$ cat src/rtl/mips_ctrl_pkg.sv
// Shared encodings for the multicycle MIPS control unit: states, opcodes,
// datapath select codes and the decoded control word.
package mips_ctrl_pkg;

  typedef enum logic [3:0] {
    S_FETCH  = 4'd0,
    S_DECODE = 4'd1,
    S_MEMADR = 4'd2,
    S_MEMRD  = 4'd3,
    S_MEMWB  = 4'd4,
    S_MEMWR  = 4'd5,
    S_EXEC   = 4'd6,
    S_ALUWB  = 4'd7,
    S_BRANCH = 4'd8,
    S_JUMP   = 4'd9,
    S_IEXEC  = 4'd10,
    S_IWB    = 4'd11,
    S_HALTED = 4'd12,
    S_TRAP   = 4'd13
  } state_t;

  localparam logic [5:0] OP_RTYPE = 6'b000000;
  localparam logic [5:0] OP_LW    = 6'b100011;
  localparam logic [5:0] OP_SW    = 6'b101011;
  localparam logic [5:0] OP_BEQ   = 6'b000100;
  localparam logic [5:0] OP_J     = 6'b000010;
  localparam logic [5:0] OP_ADDI  = 6'b001000;
  localparam logic [5:0] OP_ANDI  = 6'b001100;
  localparam logic [5:0] OP_ORI   = 6'b001101;
  localparam logic [5:0] OP_SLTI  = 6'b001010;

  typedef enum logic [2:0] {
    ALU_ADD   = 3'b000,
    ALU_SUB   = 3'b001,
    ALU_FUNCT = 3'b010,
    ALU_AND   = 3'b011,
    ALU_OR    = 3'b100,
    ALU_SLT   = 3'b101
  } alu_op_t;

  typedef enum logic [1:0] {
    PC_ALU    = 2'b00,
    PC_ALUOUT = 2'b01,
    PC_JUMP   = 2'b10
  } pc_src_t;

  typedef enum logic [1:0] {
    SRCB_REG     = 2'b00,
    SRCB_FOUR    = 2'b01,
    SRCB_IMM     = 2'b10,
    SRCB_IMM_SH2 = 2'b11
  } alu_src_b_t;

  typedef struct packed {
    logic       pc_write;
    logic       pc_write_cond;
    logic       ior_d;
    logic       mem_read;
    logic       mem_write;
    logic       ir_write;
    logic       mem_to_reg;
    logic       alu_src_a;
    logic       reg_write;
    logic       reg_dst;
    pc_src_t    pc_source;
    alu_src_b_t alu_src_b;
    alu_op_t    alu_op;
  } ctrl_t;

  // States that talk to memory and therefore dwell MEM_WAIT+1 cycles.
  function automatic logic is_mem_state(state_t s);
    return (s == S_FETCH) || (s == S_MEMRD) || (s == S_MEMWR);
  endfunction

endpackage

$ cat src/rtl/multicycle_control_if.sv
// Control-unit <-> datapath bundle: opcode/zero/halt in, enables and selects out.
interface multicycle_control_if;
  logic       halt;
  logic [5:0] opcode;
  logic       zero;

  logic       PCWrite;
  logic       PCWriteCond;
  logic       IorD;
  logic       MemRead;
  logic       MemWrite;
  logic       IRWrite;
  logic       MemtoReg;
  logic       ALUSrcA;
  logic       RegWrite;
  logic       RegDst;
  logic       pc_en;
  logic [1:0] PCSource;
  logic [1:0] ALUSrcB;
  logic [2:0] ALUop;
  logic [3:0] state;
  logic       illegal;

  // master: the control unit
  modport master (
    input  halt, opcode, zero,
    output PCWrite, PCWriteCond, IorD, MemRead, MemWrite, IRWrite, MemtoReg,
           ALUSrcA, RegWrite, RegDst, pc_en, PCSource, ALUSrcB, ALUop, state, illegal
  );

  // slave: the datapath
  modport slave (
    output halt, opcode, zero,
    input  PCWrite, PCWriteCond, IorD, MemRead, MemWrite, IRWrite, MemtoReg,
           ALUSrcA, RegWrite, RegDst, pc_en, PCSource, ALUSrcB, ALUop, state, illegal
  );
endinterface

$ cat src/rtl/multicycle_control_op_decode.sv
// Opcode decoder: where DECODE goes next, the ALU op for immediate
// instructions, and whether a memory instruction is a load.
module op_decode
  import mips_ctrl_pkg::*;
(
  input  logic [5:0] opcode,
  output state_t     next_state,
  output alu_op_t    imm_alu_op,
  output logic       is_load
);

  // NOTE: every output gets a default first so no path through the case infers a latch.
  always_comb begin
    next_state = S_TRAP;
    imm_alu_op = ALU_ADD;
    is_load    = 1'b0;
    case (opcode)
      OP_RTYPE: next_state = S_EXEC;
      OP_LW: begin
        next_state = S_MEMADR;
        is_load    = 1'b1;
      end
      OP_SW:    next_state = S_MEMADR;
      OP_BEQ:   next_state = S_BRANCH;
      OP_J:     next_state = S_JUMP;
      OP_ADDI:  next_state = S_IEXEC;
      OP_ANDI: begin
        next_state = S_IEXEC;
        imm_alu_op = ALU_AND;
      end
      OP_ORI: begin
        next_state = S_IEXEC;
        imm_alu_op = ALU_OR;
      end
      OP_SLTI: begin
        next_state = S_IEXEC;
        imm_alu_op = ALU_SLT;
      end
      default: ;
    endcase
  end

endmodule

$ cat src/rtl/multicycle_control.sv
// Multicycle MIPS control FSM with configurable memory wait states,
// halt handling and a sticky illegal-opcode trap.
module multicycle_control
  import mips_ctrl_pkg::*;
#(
  parameter int unsigned MEM_WAIT = 0
) (
  input  logic                 clock,
  input  logic                 reset,
  multicycle_control_if.master bus
);

  localparam logic [3:0] WAIT_INIT = 4'(MEM_WAIT);

  state_t     state_q, state_d;
  logic [3:0] wait_q, wait_d;
  logic       illegal_q;
  logic       run_q;
  ctrl_t      ctrl;

  state_t  dec_next;
  alu_op_t imm_alu_op;
  logic    is_load;

  op_decode u_op_decode (
    .opcode     (bus.opcode),
    .next_state (dec_next),
    .imm_alu_op (imm_alu_op),
    .is_load    (is_load)
  );

  logic last_wait;
  logic halt_take;
  assign last_wait = (wait_q == 4'd0);
  // Halt is honoured on the FETCH entry cycle; the fetch writes are then
  // suppressed so the next instruction is not consumed before halting.
  assign halt_take = (state_q == S_FETCH) && (wait_q == WAIT_INIT) && bus.halt;

  // run_q keeps the FSM parked with enables low for the first cycle after reset release.
  // NOTE: sequential state uses non-blocking assignments so every register samples pre-edge values.
  always_ff @(posedge clock or negedge reset) begin
    if (!reset) begin
      state_q   <= S_FETCH;
      wait_q    <= WAIT_INIT;
      illegal_q <= 1'b0;
      run_q     <= 1'b0;
    end else begin
      run_q <= 1'b1;
      if (run_q) begin
        state_q   <= state_d;
        wait_q    <= wait_d;
        illegal_q <= illegal_q | (state_d == S_TRAP);
      end
    end
  end

  always_comb begin
    state_d = state_q;
    case (state_q)
      S_FETCH: begin
        if (halt_take)      state_d = S_HALTED;
        else if (last_wait) state_d = S_DECODE;
      end
      S_DECODE: state_d = dec_next;
      S_MEMADR: state_d = is_load ? S_MEMRD : S_MEMWR;
      S_MEMRD:  if (last_wait) state_d = S_MEMWB;
      S_MEMWR:  if (last_wait) state_d = S_FETCH;
      S_EXEC:   state_d = S_ALUWB;
      S_IEXEC:  state_d = S_IWB;
      S_MEMWB, S_ALUWB, S_BRANCH, S_JUMP, S_IWB: state_d = S_FETCH;
      S_HALTED: if (!bus.halt) state_d = S_FETCH;
      S_TRAP:   state_d = S_TRAP;
      default:  state_d = S_FETCH;
    endcase

    // The counter is reloaded on every state change, so it is full on entry.
    if (state_d != state_q)
      wait_d = WAIT_INIT;
    else if (is_mem_state(state_q) && !last_wait)
      wait_d = wait_q - 4'd1;
    else
      wait_d = wait_q;
  end

  always_comb begin
    ctrl = '0;
    case (state_q)
      S_FETCH: begin
        ctrl.mem_read  = 1'b1;
        ctrl.alu_src_b = SRCB_FOUR;
        ctrl.ir_write  = last_wait && !halt_take;
        ctrl.pc_write  = last_wait && !halt_take;
      end
      S_DECODE: ctrl.alu_src_b = SRCB_IMM_SH2;
      S_MEMADR: begin
        ctrl.alu_src_a = 1'b1;
        ctrl.alu_src_b = SRCB_IMM;
      end
      S_MEMRD: begin
        ctrl.mem_read = 1'b1;
        ctrl.ior_d    = 1'b1;
      end
      S_MEMWB: begin
        ctrl.reg_write  = 1'b1;
        ctrl.mem_to_reg = 1'b1;
      end
      S_MEMWR: begin
        ctrl.ior_d     = 1'b1;
        ctrl.mem_write = last_wait;
      end
      S_EXEC: begin
        ctrl.alu_src_a = 1'b1;
        ctrl.alu_op    = ALU_FUNCT;
      end
      S_ALUWB: begin
        ctrl.reg_write = 1'b1;
        ctrl.reg_dst   = 1'b1;
      end
      S_BRANCH: begin
        ctrl.alu_src_a     = 1'b1;
        ctrl.alu_op        = ALU_SUB;
        ctrl.pc_write_cond = 1'b1;
        ctrl.pc_source     = PC_ALUOUT;
      end
      S_JUMP: begin
        ctrl.pc_write  = 1'b1;
        ctrl.pc_source = PC_JUMP;
      end
      S_IEXEC: begin
        ctrl.alu_src_a = 1'b1;
        ctrl.alu_src_b = SRCB_IMM;
        ctrl.alu_op    = imm_alu_op;
      end
      S_IWB: ctrl.reg_write = 1'b1;
      default: ;
    endcase
  end

  // Enables are gated by run_q, which clears asynchronously with reset.
  assign bus.PCWrite     = run_q & ctrl.pc_write;
  assign bus.PCWriteCond = run_q & ctrl.pc_write_cond;
  assign bus.MemRead     = run_q & ctrl.mem_read;
  assign bus.MemWrite    = run_q & ctrl.mem_write;
  assign bus.IRWrite     = run_q & ctrl.ir_write;
  assign bus.RegWrite    = run_q & ctrl.reg_write;
  assign bus.pc_en       = run_q & (ctrl.pc_write | (ctrl.pc_write_cond & bus.zero));
  assign bus.IorD        = ctrl.ior_d;
  assign bus.MemtoReg    = ctrl.mem_to_reg;
  assign bus.ALUSrcA     = ctrl.alu_src_a;
  assign bus.RegDst      = ctrl.reg_dst;
  assign bus.PCSource    = ctrl.pc_source;
  assign bus.ALUSrcB     = ctrl.alu_src_b;
  assign bus.ALUop       = ctrl.alu_op;
  assign bus.state       = state_q;
  assign bus.illegal     = illegal_q;

endmodule

$ cat src/flat_wrapper.sv
// flat-port wrapper written by rule: the top's interface ports become plain ports
module multicycle_control_flat import mips_ctrl_pkg::*;
#(
  parameter int unsigned MEM_WAIT = 0
)
  (clock, reset, bus_halt, bus_opcode, bus_zero, bus_PCWrite, bus_PCWriteCond, bus_IorD, bus_MemRead, bus_MemWrite, bus_IRWrite, bus_MemtoReg, bus_ALUSrcA, bus_RegWrite, bus_RegDst, bus_pc_en, bus_PCSource, bus_ALUSrcB, bus_ALUop, bus_state, bus_illegal);
  multicycle_control_if bus_i ();
  input  logic clock;
  input  logic reset;
  input wire logic [$bits(bus_i.halt)-1:0] bus_halt;
  input wire logic [$bits(bus_i.opcode)-1:0] bus_opcode;
  input wire logic [$bits(bus_i.zero)-1:0] bus_zero;
  output wire logic [$bits(bus_i.PCWrite)-1:0] bus_PCWrite;
  output wire logic [$bits(bus_i.PCWriteCond)-1:0] bus_PCWriteCond;
  output wire logic [$bits(bus_i.IorD)-1:0] bus_IorD;
  output wire logic [$bits(bus_i.MemRead)-1:0] bus_MemRead;
  output wire logic [$bits(bus_i.MemWrite)-1:0] bus_MemWrite;
  output wire logic [$bits(bus_i.IRWrite)-1:0] bus_IRWrite;
  output wire logic [$bits(bus_i.MemtoReg)-1:0] bus_MemtoReg;
  output wire logic [$bits(bus_i.ALUSrcA)-1:0] bus_ALUSrcA;
  output wire logic [$bits(bus_i.RegWrite)-1:0] bus_RegWrite;
  output wire logic [$bits(bus_i.RegDst)-1:0] bus_RegDst;
  output wire logic [$bits(bus_i.pc_en)-1:0] bus_pc_en;
  output wire logic [$bits(bus_i.PCSource)-1:0] bus_PCSource;
  output wire logic [$bits(bus_i.ALUSrcB)-1:0] bus_ALUSrcB;
  output wire logic [$bits(bus_i.ALUop)-1:0] bus_ALUop;
  output wire logic [$bits(bus_i.state)-1:0] bus_state;
  output wire logic [$bits(bus_i.illegal)-1:0] bus_illegal;
  assign bus_i.halt = bus_halt;
  assign bus_i.opcode = bus_opcode;
  assign bus_i.zero = bus_zero;
  assign bus_PCWrite = bus_i.PCWrite;
  assign bus_PCWriteCond = bus_i.PCWriteCond;
  assign bus_IorD = bus_i.IorD;
  assign bus_MemRead = bus_i.MemRead;
  assign bus_MemWrite = bus_i.MemWrite;
  assign bus_IRWrite = bus_i.IRWrite;
  assign bus_MemtoReg = bus_i.MemtoReg;
  assign bus_ALUSrcA = bus_i.ALUSrcA;
  assign bus_RegWrite = bus_i.RegWrite;
  assign bus_RegDst = bus_i.RegDst;
  assign bus_pc_en = bus_i.pc_en;
  assign bus_PCSource = bus_i.PCSource;
  assign bus_ALUSrcB = bus_i.ALUSrcB;
  assign bus_ALUop = bus_i.ALUop;
  assign bus_state = bus_i.state;
  assign bus_illegal = bus_i.illegal;
  multicycle_control #(.MEM_WAIT(MEM_WAIT)) u_core (.clock(clock), .reset(reset), .bus(bus_i));
endmodule
$ cat config.mk
export PLATFORM = sky130hd
export DESIGN_NAME = multicycle_control_flat
export DESIGN_NICKNAME = d
export VERILOG_FILES = /design/src/rtl/mips_ctrl_pkg.sv /design/src/rtl/multicycle_control_if.sv /design/src/rtl/multicycle_control_op_decode.sv /design/src/rtl/multicycle_control.sv /design/src/flat_wrapper.sv
export SDC_FILE = /design/constraint.sdc
export NUM_CORES = 1
export LEC_CHECK = 0
export BUFFER_PORTS_ARGS = -buffer_cell sky130_fd_sc_hd__buf_2
export CAP_MARGIN = 10
export CORE_UTILIZATION = 57
export CTS_CLUSTER_SIZE = 30
export DETAILED_ROUTE_END_ITERATION = 8
export GPL_TIMING_DRIVEN = 0
export HOLD_SLACK_MARGIN = 0.02
export PLACE_DENSITY = 0.84
export SLEW_MARGIN = 20
export SYNTH_ARGS = -nofsm -noshare
export SYNTH_HDL_FRONTEND = slang
export SYNTH_SLANG_ARGS = --single-unit
$ cat constraint.sdc
create_clock -name clock -period 6.9 [get_ports clock]
set_clock_uncertainty 0.2 [all_clocks]
set_input_delay 1.38 -clock clock [delete_from_list [all_inputs] [get_ports clock]]
set_output_delay 1.38 -clock clock [all_outputs]
set_load 0.01 [all_outputs]
==> results.py <==
metrics = {
    "critical_path": {
        "required_ps": 5320,
        "cp_cell_sequence": "buf_2, nor4b_1, nand2_1, a2111oi_0, a21o_1, buf_2",
        "worstSetupPathType": "input port to output port",
        "path_max_fanout": 4,
        "end_kind": "output port",
        "reg2reg_from": "u_core.wait_q[0]",
        "cp_num_buf_inv": 2,
        "rrSetupSlack_ps": 4160,
        "r2r-end": "u_core.wait_q[3]",
        "cp_slowest_cell": "a2111oi_0",
        "path_delay_family": "compound AO/OA/AOI/OAI gates",
        "crit_path_max_incr_delay_ps": 620,
        "worstPathArrival_ps": 3000,
        "worst_r2r_path_depth": 8,
        "cpMostUsedCell": "buf_2",
        "cp.depth": 6,
        "start_kind": "input port",
    },
    "cts": {
        "clockBufferDepth": 2,
        "htree_levels": 1,
        "cts.hold.buffers_added": 0,
        "clkTransAtPathRegs_ps": 60,
        "cts_buffers": 3,
        "numClockSinks": 10,
        "cts_resized": 0,
        "insertion_delay_ps": 260,
        "cts-root-buf": "clkbuf_4",
        "cts_tree": "yes",
        "cts_setup_buffers": 0,
    },
    "outcome": {
        "outcome": "finished clean",
    },
    "grt": {
        "overflow": 0,
        "grt_pass1_vias": 1311,
        "grt_usage": 0.303,
        "grt_max_degree": 11,
        "antenna_found_initial": 0,
        "grt_pass1_wl_um": 5730,
    },
    "placement": {
        "post-place-ws_ps": 2440,
        "gp_congestion": 0.928,
        "io_buffers": 31,
        "place_hpwl_um": 2490,
        "dp_cells": 215,
        "dpl_cell_area_um2": 1450,
    },
    "pwr": {
        "p_per_area_nw_per_um2": 414,
        "p_leak_nw": 0.660,
        "peakVddDrop_mv": 0.290,
        "power_mw": 0.616,
    },
    "cells_and_area": {
        "fin_util": 0.735,
        "design_area_um2": 1490,
        "drive_gt1_frac": 0.323,
        "nFillCells": 168,
        "areaGrowthSynthToFinish_pct": 17.9,
        "layout_commonest_cell": "buf_2",
        "diodes": 0,
        "final_cell_mix": "buf_2 (37), nor2_1 (20), nand2_1 (11)",
        "fin_cells": 219,
        "fin_nets": 204,
    },
    "sta": {
        "setup_viol": 0,
        "final-hold-violation-count": 0,
        "hold-worst-slack_ps": 270,
        "grt_setup_unrepaired": "false",
        "relSlewSlack": 0.352,
        "worst_slack_ps": 2320,
        "fin_crit_ps": 4580,
        "tightest_slew_ps": 964,
        "fmax_ghz": 0.218,
        "tns_ps": 0,
        "period_share": 0.664,
        "final_max_slew_viol_count": 0,
    },
    "yosys": {
        "ys_warn_count": 0,
        "ys_seq_elements": 10,
        "synth_area_um2": 1260,
        "syn_inst": 157,
        "synthFlopType": "dfrtp_1",
        "synth_cell_types": 59,
        "syn_avg_cell_area_um2": 8.03,
        "synth_edf_count": 0,
        "async_flop_share": 1.00,
        "syn_nets": 168,
        "yosysSeqAreaShare": 0.198,
    },
    "routing": {
        "vias_per_cell": 6.22,
        "ant_nets": 0,
        "dr.pass1.iters": 4,
        "avgRoutedWirePerCell_um": 15.3,
        "drtIter0Drc": 73,
        "vias": 1363,
        "drc": 0,
        "wl_um": 3350,
    },
    "floorplan": {
        "core-area_um2": 2020,
        "ios": 33,
        "row_count": 16,
        "die_x_um": 49.0,
        "chipHeight_um": 49.0,
        "dieArea_um2": 2400,
        "start_util": 0.624,
    },
    "min_path": {
        "whs_endpoint": "u_core.bus.illegal",
        "whs_path_depth": 2,
        "hold_path.startpoint": "u_core.bus.illegal",
        "min_path_type": "flop to flop",
    },
    "job": {
        "drv_cap": 0,
    },
}
==> state kept, by name, summed over array words and instances (netlist names) <==
signal,cells
u_core.bus.illegal,1
u_core.bus.state,4
u_core.run_q,1
u_core.wait_q,4
==> Yosys cell counts (3+ instances only) <==
master / count / area [um2]
nand2_1: 11 / 41.3
inv_1: 7 / 26.3
nand2b_1: 7 / 43.8
a21boi_0: 3 / 22.5
and4_1: 3 / 26.3
buf_2: 6 / 30.0
a211oi_1: 3 / 22.5
a21o_1: 3 / 22.5
a31oi_1: 3 / 18.8
dfrtp_1: 10 / 250
nor4_1: 3 / 18.8
clkbuf_1: 3 / 11.3
o21ai_0: 3 / 15.0
nor3_1: 7 / 35.0
nor2_1: 20 / 75.1
a21oi_1: 9 / 45.0
==> worst max-delay path by stage <==
stage,start,to,slack [ps]
final,bus_halt,bus_pc_en,2320
after global routing,bus_halt,bus_pc_en,2290
after CTS,bus_halt,bus_pc_en,2420
after detailed placement,bus_halt,bus_pc_en,2440
after global placement,bus_halt,bus_pc_en,2460
after floorplan,bus_halt,bus_pc_en,2500
==> worst register-to-register path, cell delays in order (launching register included) <==
cell       delay (ps)
dfrtp_1           390
inv_1              90
ha_1              250
or3b_4            450
a2111oi_4         430
o21ai_1           130
a211oi_2          370
o211ai_4          160
o211ai_2          200
==> where the power goes <==
| part | switching, mW | internal (mW) | leakage (nW) | total (mW) |
|---|---|---|---|---|
| Sequential | 0.0273 | 0.0790 | 0.124 | 0.106 |
| Combinational | 0.278 | 0.181 | 0.515 | 0.459 |
| Clock | 0.0187 | 0.0320 | 0.0210 | 0.0507 |
==> cell type report <==
| cell class | instances | area [um2] | share of cell area |
|---|---|---|---|
| Tap cell | 27 | 33.8 | 0.0227 |
| Timing Repair Buffer | 31 | 155 | 0.104 |
| Sequential cell | 10 | 250 | 0.168 |
| Buffer | 13 | 71.3 | 0.0480 |
| Inverter | 7 | 26.3 | 0.0177 |
| Multi-Input combinational cell | 127 | 913 | 0.614 |
| Clock buffer | 4 | 36.3 | 0.0244 |
==> per-layer routing <==
layer,routed length [um],global-route usage,vias to the layer above
met1,1430,0.364,630
met4,31,0.108,0
li1,-,-,660
met2,1700,0.546,67
met5,0,0,-
met3,186,0.0405,6
==> cell families (layout without fill, tap and decap cells) <==
logic type,count (synthesis),in the layout,share of synthesized area
AND/OR/NAND/NOR,69,69,0.317
XOR/XNOR,3,3,0.0208
adder cells (fa/ha/maj),1,1,0.00992
AO/OA/AOI/OAI,52,52,0.364
buffers and inverters,20,55,0.0774
flip-flops,10,10,0.198
multiplexers,1,1,0.00893
other,1,1,0.00297
Power figures use the tool's default switching activity.
